**config.mk**
```make
export PLATFORM = sky130hd
export DESIGN_NAME = hht_mem_arb
export DESIGN_NICKNAME = d
export VERILOG_FILES = /design/src/rtl/hht_pkg.sv /design/src/rtl/hht_tag_pipe.sv /design/src/rtl/hht_mem_arb.sv
export SDC_FILE = /design/constraint.sdc
export NUM_CORES = 1
export LEC_CHECK = 0
export ABC_AREA = 1
export BUFFER_PORTS_ARGS = -buffer_cell sky130_fd_sc_hd__buf_2
export CELL_PAD_IN_SITES_DETAIL_PLACEMENT = 1
export CELL_PAD_IN_SITES_GLOBAL_PLACEMENT = 1
export CORE_MARGIN = 4
export CORE_UTILIZATION = 25
export CTS_CLUSTER_DIAMETER = 100
export DETAILED_ROUTE_END_ITERATION = 10
export PLACE_DENSITY = 0.81
export SYNTH_ARGS = -nofsm -noshare
export SYNTH_HDL_FRONTEND = slang
export SYNTH_SLANG_ARGS = --single-unit
```
**constraint.sdc**
```tcl
create_clock -name Clk -period 2.3 [get_ports Clk]
set_clock_uncertainty 0.1 [all_clocks]
set_input_delay 0.115 -clock Clk [delete_from_list [all_inputs] [get_ports Clk]]
set_output_delay 0.115 -clock Clk [all_outputs]
set_load 0.05 [all_outputs]
```
**src/rtl/hht_pkg.sv**
```systemverilog
// Shared types for the HHT memory arbiter.
//   req_id_t    : requester id (CPU, column-index fetcher, vector gather)
//   arb_state_t : arbiter flush FSM state
//   tag_t       : latency-pipe tag {valid, requester id}
package hht_pkg;

    localparam int unsigned NUM_REQ = 3;
    localparam int unsigned ID_W    = 2;

    typedef enum logic [ID_W-1:0] {
        REQ_CPU = 2'd0,
        REQ_COL = 2'd1,
        REQ_VAL = 2'd2
    } req_id_t;

    typedef enum logic [1:0] {
        RUN   = 2'd0,
        DRAIN = 2'd1,
        DONE  = 2'd2
    } arb_state_t;

    typedef struct packed {
        logic    v;
        req_id_t id;
    } tag_t;

    // One-hot requester vector for an id.
    function automatic logic [NUM_REQ-1:0] id_onehot(input req_id_t id);
        case (id)
            REQ_CPU: return 3'b001;
            REQ_COL: return 3'b010;
            REQ_VAL: return 3'b100;
            default: return 3'b000;
        endcase
    endfunction

endpackage

```
**src/rtl/hht_tag_pipe.sv**
```systemverilog
// MEM_LAT-deep shift register of read tags, aligned with the memory latency.
//   Clk, Rst  : clock, synchronous active-high reset (clears all tags)
//   tag_in    : tag loaded into stage 0 every cycle
//   tag_out   : final stage, valid in the cycle mem_rdata is valid
//   empty     : no valid tag in any stage
module hht_tag_pipe
    import hht_pkg::*;
#(
    parameter int unsigned LAT = 2
) (
    input  logic Clk,
    input  logic Rst,
    input  tag_t tag_in,
    output tag_t tag_out,
    output logic empty
);

    tag_t [LAT-1:0] stage_q;
    tag_t [LAT-1:0] stage_d;
    logic [LAT-1:0] valid_vec;

    // Shift by one stage, stage 0 takes the new tag.
    generate
        if (LAT == 1) begin : g_single
            assign stage_d = tag_in;
        end else begin : g_multi
            assign stage_d = {stage_q[LAT-2:0], tag_in};
        end
    endgenerate

    for (genvar g = 0; g < LAT; g++) begin : g_valid
        assign valid_vec[g] = stage_q[g].v;
    end

    assign empty   = ~|valid_vec;
    assign tag_out = stage_q[LAT-1];

    always_ff @(posedge Clk) begin
        if (Rst) begin
            stage_q <= '0;
        end else begin
            stage_q <= stage_d;
        end
    end

endmodule

```
**src/rtl/hht_mem_arb.sv**
```systemverilog
// Three-way arbiter for one fixed-latency memory read port (CPU, HHT column
// fetcher, HHT vector gather) with starvation guard and flush/drain handshake.
//   Clk, Rst            : clock, synchronous active-high reset
//   req, addr0/1/2      : per-requester read request (held until granted) and address
//   gnt                 : one-hot grant, combinational
//   rvalid, rdata       : registered one-hot response strobe and data
//   mem_re, mem_addr    : memory read enable/address, same cycle as gnt
//   mem_ready, mem_rdata: memory accept and read data (MEM_LAT cycles later)
//   flush, flush_done   : drain request (level) and drained pulse
//   busy                : grant this cycle or any read in flight
module hht_mem_arb
    import hht_pkg::*;
#(
    parameter int unsigned AW         = 32,
    parameter int unsigned DW         = 32,
    parameter int unsigned MEM_LAT    = 2,
    parameter int unsigned STARVE_MAX = 4
) (
    input  logic          Clk,
    input  logic          Rst,
    input  logic [2:0]    req,
    input  logic [AW-1:0] addr0,
    input  logic [AW-1:0] addr1,
    input  logic [AW-1:0] addr2,
    output logic [2:0]    gnt,
    output logic [2:0]    rvalid,
    output logic [DW-1:0] rdata,
    output logic          mem_re,
    output logic [AW-1:0] mem_addr,
    input  logic          mem_ready,
    input  logic [DW-1:0] mem_rdata,
    input  logic          flush,
    output logic          flush_done,
    output logic          busy
);

    localparam int unsigned SC_W = $clog2(STARVE_MAX + 1);

    arb_state_t    state_q, state_d;
    req_id_t       rr_ptr_q, rr_ptr_d;
    logic [SC_W-1:0] starve_cnt_q, starve_cnt_d;
    logic [2:0]    rvalid_q, rvalid_d;
    logic [DW-1:0] rdata_q, rdata_d;
    logic          flush_done_q, flush_done_d;

    req_id_t gnt_id;
    logic    hht_req;
    tag_t    tag_in, tag_out;
    logic    pipe_empty;

    assign hht_req = req[1] | req[2];

    // Grant selection: CPU first unless the HHT side has waited STARVE_MAX grants.
    always_comb begin
        gnt    = '0;
        gnt_id = REQ_CPU;
        if (!Rst && state_q == RUN && !flush && mem_ready) begin
            if (req[0] && !(starve_cnt_q == SC_W'(STARVE_MAX) && hht_req)) begin
                gnt_id = REQ_CPU;
                gnt    = 3'b001;
            end else if (req[1] && req[2]) begin
                gnt_id = rr_ptr_q;
                gnt    = id_onehot(rr_ptr_q);
            end else if (req[1]) begin
                gnt_id = REQ_COL;
                gnt    = 3'b010;
            end else if (req[2]) begin
                gnt_id = REQ_VAL;
                gnt    = 3'b100;
            end
        end
    end

    assign mem_re = |gnt;

    always_comb begin
        mem_addr = '0;
        if (mem_re) begin
            case (gnt_id)
                REQ_CPU: mem_addr = addr0;
                REQ_COL: mem_addr = addr1;
                REQ_VAL: mem_addr = addr2;
                default: mem_addr = '0;
            endcase
        end
    end

    // Starvation counter and HHT round-robin pointer; frozen while memory stalls.
    always_comb begin
        starve_cnt_d = starve_cnt_q;
        rr_ptr_d     = rr_ptr_q;
        if (mem_ready) begin
            if (gnt[1] || gnt[2]) begin
                starve_cnt_d = '0;
            end else if (!hht_req) begin
                starve_cnt_d = '0;
            end else if (gnt[0] && starve_cnt_q != SC_W'(STARVE_MAX)) begin
                starve_cnt_d = starve_cnt_q + SC_W'(1);
            end
        end
        if (gnt[1]) begin
            rr_ptr_d = REQ_VAL;
        end else if (gnt[2]) begin
            rr_ptr_d = REQ_COL;
        end
    end

    assign tag_in.v  = mem_re;
    assign tag_in.id = gnt_id;

    hht_tag_pipe #(
        .LAT (MEM_LAT)
    ) u_tag_pipe (
        .Clk     (Clk),
        .Rst     (Rst),
        .tag_in  (tag_in),
        .tag_out (tag_out),
        .empty   (pipe_empty)
    );

    // Response register; rdata holds when no response retires.
    always_comb begin
        rvalid_d = '0;
        rdata_d  = rdata_q;
        if (tag_out.v) begin
            rvalid_d = id_onehot(tag_out.id);
            rdata_d  = mem_rdata;
        end
    end

    // Flush FSM: drained once the pipe is empty and the last rvalid has been presented.
    always_comb begin
        state_d      = state_q;
        flush_done_d = 1'b0;
        case (state_q)
            RUN: begin
                if (flush) begin
                    state_d = DRAIN;
                end
            end
            DRAIN: begin
                if (pipe_empty && !(|rvalid_q)) begin
                    flush_done_d = 1'b1;
                    state_d      = DONE;
                end
            end
            DONE: begin
                if (!flush) begin
                    state_d = RUN;
                end
            end
            default: state_d = RUN;
        endcase
    end

    always_ff @(posedge Clk) begin
        if (Rst) begin
            state_q      <= RUN;
            rr_ptr_q     <= REQ_COL;
            starve_cnt_q <= '0;
            rvalid_q     <= '0;
            rdata_q      <= '0;
            flush_done_q <= 1'b0;
        end else begin
            state_q      <= state_d;
            rr_ptr_q     <= rr_ptr_d;
            starve_cnt_q <= starve_cnt_d;
            rvalid_q     <= rvalid_d;
            rdata_q      <= rdata_d;
            flush_done_q <= flush_done_d;
        end
    end

    assign rvalid     = rvalid_q;
    assign rdata      = rdata_q;
    assign flush_done = flush_done_q;
    assign busy       = mem_re | ~pipe_empty;

endmodule

```
======== Word level (Yosys, flattened, before mapping) ========
Index checks and enable logic that the tools add are counted.
word-level totals
  bits in registers ....................... 49
  bits of input ports ..................... 135
  word-level logic and storage cells ...... 79
operators by class
  $add $sub $neg .......................... 1
  eq/ne operators ......................... 14
  mux-type cells .......................... 24
  bitwise logic cells ..................... 4
  reductions and logical operators ........ 26
operators by type and width
  kind                   number
  $pmux W32 S3           1
  $mux W32               1
  $mux W3                8
  $mux W2                10
  $pmux W3 S3            2
  $eq A2 B1 Y1 const B   4
  $eq A2 B2 Y1 const B   4
  $logic_and A1 B1 Y1    8
  $logic_not A2 Y1       4
  $ne A2 B2 Y1 const B   3
  $pmux W2 S3            1
  $reduce_or A2 Y1       3
  $reduce_or A3 Y1       2
  $logic_not A1 Y1       5
  $add A3 B1 Y3 const B  1
  $eq A3 B3 Y1 const B   1
  $ne A3 B1 Y1 const B   1
  $ne A3 B3 Y1 const B   1
  $reduce_and A3 Y1      1
  $not A1 Y1             2
  $or A1 B1 Y1           2
  $reduce_and A2 Y1      1
  $reduce_bool A2 Y1     1
  $logic_or A1 B1 Y1     1
  $mux W1                1

======== Logic depth before layout (Yosys ltp) ========
Gate-level depths: netlist of run 1.
  depth after elaboration ................. 10
  depth in mapped cells ................... 11

======== Hierarchy ========
From an unflattened synthesis of run 1, not the netlist that was laid out.
second synthesis, totals
  cells, all modules ...................... 425
  area total of the unflattened synthesis .. 2,747.6 um^2
by module, submodules not included
  module        times used  cells each  area an instance (um^2)  seq. area each (um^2)
  hht_mem_arb   1           406         2,578.7                  860.8
  hht_tag_pipe  1           19          168.9                    120.1

======== Worst setup path before layout of run 1 ========
OpenSTA, ideal clock, no wires.
  kind .................................... reg2out
  start ................................... register starve_cnt_q[0]
  end ..................................... output port mem_addr[22]
  arrival ................................. 2.315 ns
  data required time ...................... 2.085 ns
  setup slack ............................. -0.230 ns
  stages on the path, launching flop included .. 12
  buffers on the path ..................... 1
  cell sequence ........................... dfxtp_1 -> inv_1 -> ha_1 -> nand2_1 -> nor2_2 -> nor2_2 -> nor2_4 -> o21ai_2 -> nand2_2 -> inv_2 -> buf_2 -> a31oi_1
between the ends
  elaborated cells between the ends (all ways) .. 14
  classes of those cells .................. eq/ne (3); mux (6); reduce/logical (5)
RTL lines
  element                   RTL line            text
  start: declaration        hht_mem_arb.sv:41   logic [SC_W-1:0] starve_cnt_q, starve_cnt_d;
  start signal: assignment  hht_mem_arb.sv:167  starve_cnt_q <= starve_cnt_d;
  $eq A3 B3 Y1              hht_mem_arb.sv:58   if (req[0] && !(starve_cnt_q == SC_W'(STARVE_MAX) && hht_req)) begin
  $logic_and A1 B1 Y1       hht_mem_arb.sv:58
  $logic_not A1 Y1          hht_mem_arb.sv:58
  $logic_and A1 B1 Y1       hht_mem_arb.sv:58
  $mux W3                   hht_mem_arb.sv:58
  $mux W3                   hht_mem_arb.sv:57   if (!Rst && state_q == RUN && !flush && mem_ready) begin
  $reduce_or A3 Y1          hht_mem_arb.sv:74   assign mem_re = |gnt;
  via mem_re                hht_mem_arb.sv:28   output logic mem_re,
  $mux W32                  hht_mem_arb.sv:78   if (mem_re) begin
  end: declaration          hht_mem_arb.sv:29   output logic [AW-1:0] mem_addr,
The timed path passes the listed nets, and every way through them passes these cells.

======== Final worst setup path of run 1 ========
  start ................................... register starve_cnt_q[0]
  end ..................................... output port mem_addr[4]
between the ends
  cells in the longest elaborated chain, start to end .. 9
  elaborated cells between the ends (all ways) .. 14
  classes of those cells .................. eq/ne (3); mux (6); reduce/logical (5)
ends and longest elaborated chain
  element                               RTL line           text
  $eq A3 B3 Y1 *                        hht_mem_arb.sv:58
  $logic_and A1 B1 Y1 *                 hht_mem_arb.sv:58
  $logic_not A1 Y1 *                    hht_mem_arb.sv:58
  $logic_and A1 B1 Y1 *                 hht_mem_arb.sv:58
  $mux W2                               hht_mem_arb.sv:58
  $mux W2                               hht_mem_arb.sv:57
  $eq A2 B2 Y1 (tied with other cells)  hht_mem_arb.sv:79  case (gnt_id)
  $pmux W32 S3                          hht_mem_arb.sv:79
  $mux W32 *                            hht_mem_arb.sv:78
Mark *: on every way between the ends. The rest lies on a longest branch, timed or not.

==> impl_metrics.env, run 1 <==
export IMPL_max_slew_worst_pin_slew_ns=1.017
export IMPL_powerDensity_mw_per_mm2=417.7
export IMPL_first_global_vias=3957
export IMPL_cts_tree="yes"
export IMPL_r2r_cells=13
export IMPL_syn_area_mm2=0.002567
export IMPL_num_io_pins=208
export IMPL_postLayoutCellArea_mm2=0.004969
export IMPL_numCtsBuffers=5
export IMPL_ys_types=24
export IMPL_yosysWarnings=0
export IMPL_final_cell_mix="173 x buf_2, 77 x nor2_1, 73 x nand2_1"
export IMPL_drc=0
export IMPL_clk_path_buf_depth=2
export IMPL_max_cap_violations=0
export IMPL_crit_path_frequent_cell="nor2_4"
export IMPL_critical_path_startpoint="starve_cnt_q[0]"
export IMPL_row_count=36
export IMPL_antenna_found_initial=0
export IMPL_cts_htree_levels=2
export IMPL_cp_endpoint="mem_addr[4]"
export IMPL_drive_gt1_share_pct=45.82
export IMPL_crit_reg2reg_launch="starve_cnt_q[0]"
export IMPL_clk_pin_slew_worst_paths_ns=0.09
export IMPL_layout_nets=782
export IMPL_area_growth_pct=93.52
export IMPL_dp_slack_ns=0.01100
export IMPL_clock_latency_ns=0.30
export IMPL_routedWlPerCell_um=19.06
export IMPL_start_kind="flop"
export IMPL_die_w_um=109.3
export IMPL_violations="negative setup slack"
export IMPL_globalRouteTotalUtil_pct=21.20
export IMPL_dr_pass1_iters=4
export IMPL_cts_sinks=49
export IMPL_fp_dieH_um=109.3
export IMPL_outcome="complete, but fails checks"
export IMPL_required_ns=2.09
export IMPL_numPortBuffers=207
export IMPL_start_util_pct=25.91
export IMPL_setup_viol=32
export IMPL_grt_pass1_wl_um=19810
export IMPL_avgSynthCellArea_um2=6.566
export IMPL_clockRootBuffer="clkbuf_8"
export IMPL_coreArea_mm2=0.009910
export IMPL_synthCells=391
export IMPL_die_area_mm2=0.01196
export IMPL_hold_ws_ns=0.006726
export IMPL_setup_tns_ns=-3.010
export IMPL_slew_headroom_pct=32.13
export IMPL_drtIter0Drc=238
export IMPL_r2r_end="starve_cnt_q[0]"
export IMPL_ir_drop_mv=0.2752
export IMPL_routabilityCongestion=0.8282
export IMPL_finalCritPeriodShare_pct=106.4
export IMPL_num_vias=3864
export IMPL_hold_class="in -> reg"
export IMPL_setup_ws_ns=-0.1482
export IMPL_cp_slowest_cell="dfxtp_2"
export IMPL_place_area_mm2=0.003745
export IMPL_slew_violations=0
export IMPL_rsz0062_at_grt="yes"
export IMPL_worstPathMaxFanout=14
export IMPL_crit_path_cell_trace="inv_2, ha_4, nand2_4, nor2_4, nor2_4, nor2_4, buf_4, o21ai_4, nand2_2, inv_4, buf_12, a31oi_1, buf_4"
export IMPL_syn_nets=528
export IMPL_final_common_cell="buf_2"
export IMPL_final_antenna_net_count=0
export IMPL_synth_seq_area_share_pct=38.21
export IMPL_fillers=1256
export IMPL_slowest_delay_ns=0.33
export IMPL_r2r_slack_ns=0.35
export IMPL_grt_overflow=0
export IMPL_endpoint_kind="primary output"
export IMPL_cp_arrival_ns=2.23
export IMPL_finalHoldViolCount=0
export IMPL_dp_final_hpwl_um=8727
export IMPL_power_mw=2.075
export IMPL_drt_wl_total_um=14860
export IMPL_fmax_mhz=408.5
export IMPL_vias_per_cell=4.954
export IMPL_crit_type="reg -> out"
export IMPL_fin_crit_ns=2.448
export IMPL_grt_max_degree=36
export IMPL_p_leak_nw=2.472
export IMPL_ys_ff_latch=49
[final cells by class]
type	instances	area, um2	share of cell area [%]
antenna	1	2.502	0.05037
clock buffer	7	96.34	1.939
clock inverter	1	5.005	0.1007
inverter	21	81.33	1.637
multi-input combinational	298	1713	34.47
sequential	49	983.4	19.79
tap	133	166.4	3.349
timing repair buffer	270	1921	38.66
[synthesized netlist by cell type, drive strengths merged]
master | instances | share of area, %
o31ai | 1 | 0.29
a31oi | 32 | 7.8
a21oi | 6 | 1.2
buf | 16 | 3.5
nor3 | 3 | 0.58
o21ai | 36 | 7.2
ha | 2 | 0.97
dfxtp | 49 | 38
nand3 | 40 | 8.0
nor2 | 83 | 13
clkbuf | 10 | 1.5
nand2 | 89 | 13
nand4 | 2 | 0.49
xnor2 | 1 | 0.34
inv | 21 | 3.1
[metrics by stage]
step | util [%] | instances
5_1_grt | 50.11 | 779
3_3_place_gp | 37.79 | 712
2_1_floorplan | - | 391
4_1_cts | 45.97 | 773
6_report | 50.14 | 780
3_5_place_dp | 37.79 | 712
[state kept, by name, indices dropped and copies added (netlist names)]
name,flops
starve_cnt_q,3
u_tag_pipe.stage_d,3
flush_done,1
u_tag_pipe.tag_out,3
rdata,32
state_q,2
rr_ptr_q,2
rvalid,3
[routing by layer]
layer,global-route usage [%],up-vias,routed length [um]
li1,-,1804,-
met1,22.76,1869,5410
met2,40.10,146,7955
met3,4.932,45,934
met4,7.658,0,562
met5,0,-,0
[cell families after synthesis]
kind of cell	count (synthesis)	share of synthesized area [%]
AO/OA/AOI/OAI	75	16.42
XOR/XNOR	1	0.3412
adder cells (fa/ha/maj)	2	0.9745
buffers and inverters	47	8.041
flip-flops	49	38.21
AND/OR/NAND/NOR	217	36.01
[critical path, delay by kind of cell, from the launching register on]
family | cells | cell delay, ns
buffers and inverters | 5 | 0.71
and+or+nand+nor | 5 | 0.49
DFF | 1 | 0.33
AOI/OAI and AO/OA | 2 | 0.23
adders and majority gates | 1 | 0.15
[where the power goes]
part	total, mW	internal [mW]	leakage, nW	switching (mW)
Sequential	0.895	0.878	0.398	0.0170
Combinational	0.619	0.248	2.02	0.371
Clock	0.562	0.272	0.0542	0.289
[repair_timing]
item	CTS	global route
hold buffers	35	0
setup endpoints to repair	33	33
gates resized for setup	52	67
hold endpoints to repair	36	0
cloned	5	3
buffers inserted	13	4
pin swaps	9	13
[how the worst min path moves through the flow]
stage	start	endpoint	slack, ns	cells past startpoint
final	flush	state_q[1]	0.007	3
after global routing	flush	state_q[1]	0.01	3
after CTS	flush	state_q[1]	0.003	3
after detailed placement	mem_rdata[1]	rdata[1]	0.25	3
after global placement	mem_rdata[22]	rdata[22]	0.24	3
after floorplan	Rst	u_tag_pipe.tag_out[0]	0.09	1
No activity file was read; power rests on OpenSTA's default activity.
==> inputs of run 2 (changes only) <==
- BUFFER_PORTS_ARGS: -buffer_cell sky130_fd_sc_hd__buf_2 -> -buffer_cell sky130_fd_sc_hd__buf_4
==> run 2 against run 1 <==
  * The flow finishes with violations (negative hold slack, negative setup slack)
  * Clock power is 8.5% lower
  * Sequential power hardly changed
  * Design area is 10% higher
  * Die area stayed put
  * Wire length is 8.0% higher
  * Critical path type unchanged
  * Sequential share of layout area is 1.8 points lower
  * Highest routed layer unchanged
  * Register-to-register slack better by 0.04 ns
  * Worst hold slack worse by 0.0067 ns
  * Sequential cell count stayed put
==> impl_metrics.env, run 2 (same netlist as run 1, synthesis figures left out) <==
export IMPL_outcome="complete, but fails checks"
export IMPL_violations="negative hold slack, negative setup slack"
export IMPL_clk_path_buf_depth=2
export IMPL_area_growth_pct=113.2
export IMPL_setup_viol=33
export IMPL_place_area_mm2=0.004255
export IMPL_final_antenna_net_count=0
export IMPL_slowest_delay_ns=0.33
export IMPL_antennaDiodeCount=0
export IMPL_clock_latency_ns=0.30
export IMPL_num_io_pins=208
export IMPL_cts_sinks=49
export IMPL_largest_reg_flops=32
export IMPL_grt_overflow=0
export IMPL_setup_ws_ns=-0.2145
export IMPL_critical_path_startpoint="starve_cnt_q[0]"
export IMPL_numPortBuffers=207
export IMPL_drc=0
export IMPL_layout_nets=786
export IMPL_cts_htree_levels=2
export IMPL_grt_max_degree=35
export IMPL_final_cell_mix="206 x buf_4, 77 x nor2_1, 67 x nand2_1"
export IMPL_cp_slowest_cell="dfxtp_2"
export IMPL_start_kind="flop"
export IMPL_cp_endpoint="mem_addr[18]"
export IMPL_die_area_mm2=0.01196
export IMPL_row_count=36
export IMPL_first_global_vias=3941
export IMPL_fillers=1230
export IMPL_r2r_slack_ns=0.39
export IMPL_slew_headroom_pct=32.14
export IMPL_powerDensity_mw_per_mm2=386.3
export IMPL_whs_path_depth=3
export IMPL_fin_crit_ns=2.515
export IMPL_required_ns=2.09
export IMPL_drtIter0Drc=180
export IMPL_r2r_cells=12
export IMPL_numCtsBuffers=5
export IMPL_hold_class="in -> reg"
export IMPL_ir_drop_mv=0.2588
export IMPL_clk_pin_slew_worst_paths_ns=0.09
export IMPL_setup_tns_ns=-3.061
export IMPL_finalCritPeriodShare_pct=109.3
export IMPL_crit_type="reg -> out"
export IMPL_die_w_um=109.3
export IMPL_dp_final_hpwl_um=8963
export IMPL_coreArea_mm2=0.009910
export IMPL_path_buf_inv=4
export IMPL_clockRootBuffer="clkbuf_8"
export IMPL_crit_family="simple AND/OR/NAND/NOR gates"
export IMPL_max_slew_worst_pin_slew_ns=1.017
export IMPL_crit_path_frequent_cell="nor2_4"
export IMPL_cts_tree="yes"
export IMPL_grt_pass1_wl_um=20760
export IMPL_endpoint_kind="primary output"
export IMPL_num_vias=3879
export IMPL_cp_arrival_ns=2.30
export IMPL_globalRouteTotalUtil_pct=22.53
export IMPL_fp_dieH_um=109.3
export IMPL_routabilityCongestion=0.8691
export IMPL_rsz0062_at_grt="yes"
export IMPL_drt_wl_total_um=16060
export IMPL_fmax_mhz=397.7
export IMPL_drive_gt1_share_pct=46.31
export IMPL_routedWlPerCell_um=20.51
export IMPL_final_common_cell="buf_4"
export IMPL_dr_pass1_iters=4
export IMPL_vias_per_cell=4.954
export IMPL_max_cap_violations=0
export IMPL_worstPathMaxFanout=8
export IMPL_slew_violations=0
export IMPL_crit_reg2reg_launch="starve_cnt_q[0]"
export IMPL_crit_cells=13
export IMPL_postLayoutCellArea_mm2=0.005474
export IMPL_antenna_found_initial=0
export IMPL_r2r_end="rr_ptr_q[1]"
export IMPL_hold_ws_ns=-0.00002340
export IMPL_start_util_pct=25.91
export IMPL_final_core_util_pct=55.24
export IMPL_crit_path_cell_trace="inv_2, ha_4, nand2_4, nor2_4, nor2_2, nor2_4, nand2_4, buf_6, nor2_4, clkbuf_16, nand2_1, a31oi_1, buf_4"
export IMPL_finalHoldViolCount=1
export IMPL_p_leak_nw=2.638
run 2: stage by stage:
step                      cells  worst slack, ns  power, mW
after global placement      711          0.04432      1.460
after global routing        783          -0.3024      2.201
final                       783          -0.2145      2.115
after CTS                   773         -0.08666      2.055
after floorplan             391          -0.2297      1.183
after detailed placement    711         0.003331      1.473
run 2: layer usage:
layer | GRT usage, % | up-vias | routed length (um)
met3 | 4.404 | 46 | 888
li1 | - | 1810 | -
met4 | 9.973 | 0 | 679
met2 | 41.33 | 151 | 8534
met5 | 0 | - | 0
met1 | 25.02 | 1872 | 5955
run 2: power breakdown:
group / leakage (nW) / internal (mW) / switching [mW]
combinational: 2.20 / 0.328 / 0.376
sequential: 0.398 / 0.878 / 0.0183
clock: 0.0450 / 0.212 / 0.302
total: 2.64 / 1.42 / 0.696
run 2: area by class of cell:
type                    instances  area [um2]  share of cell area [%]
clock buffers                   6       72.57                   1.326
flip-flops and latches         49       983.4                   17.97
repair buffers                276        2491                   45.51
inverters                      21       86.33                   1.577
well taps                     133       166.4                   3.040
multi-input cells             296        1664                   30.40
clock inverters                 2       10.01                  0.1829
run 2: worst min path at each step:
stage | start | to
6_report | flush | state_q[1]
5_1_grt | flush | state_q[1]
4_1_cts | flush | state_q[1]
3_5_place_dp | mem_rdata[14] | rdata[14]
3_3_place_gp | mem_rdata[1] | rdata[1]
2_1_floorplan | Rst | u_tag_pipe.tag_out[0]
run 2: timing repair:
item                       CTS  global route
hold buffers                34             0
cloned                       4             7
pin swaps                    8            19
setup endpoints to repair   34            34
resized for setup           34            47
setup buffers               16             5
hold endpoints to repair    37             0
run 2: worst min-delay path, delay by kind of cell:
kind	cells	cell delay, ns
AND/OR/NAND/NOR	1	0.08
buffers and inverters	1	0.09
AO/OA/AOI/OAI	1	0.07
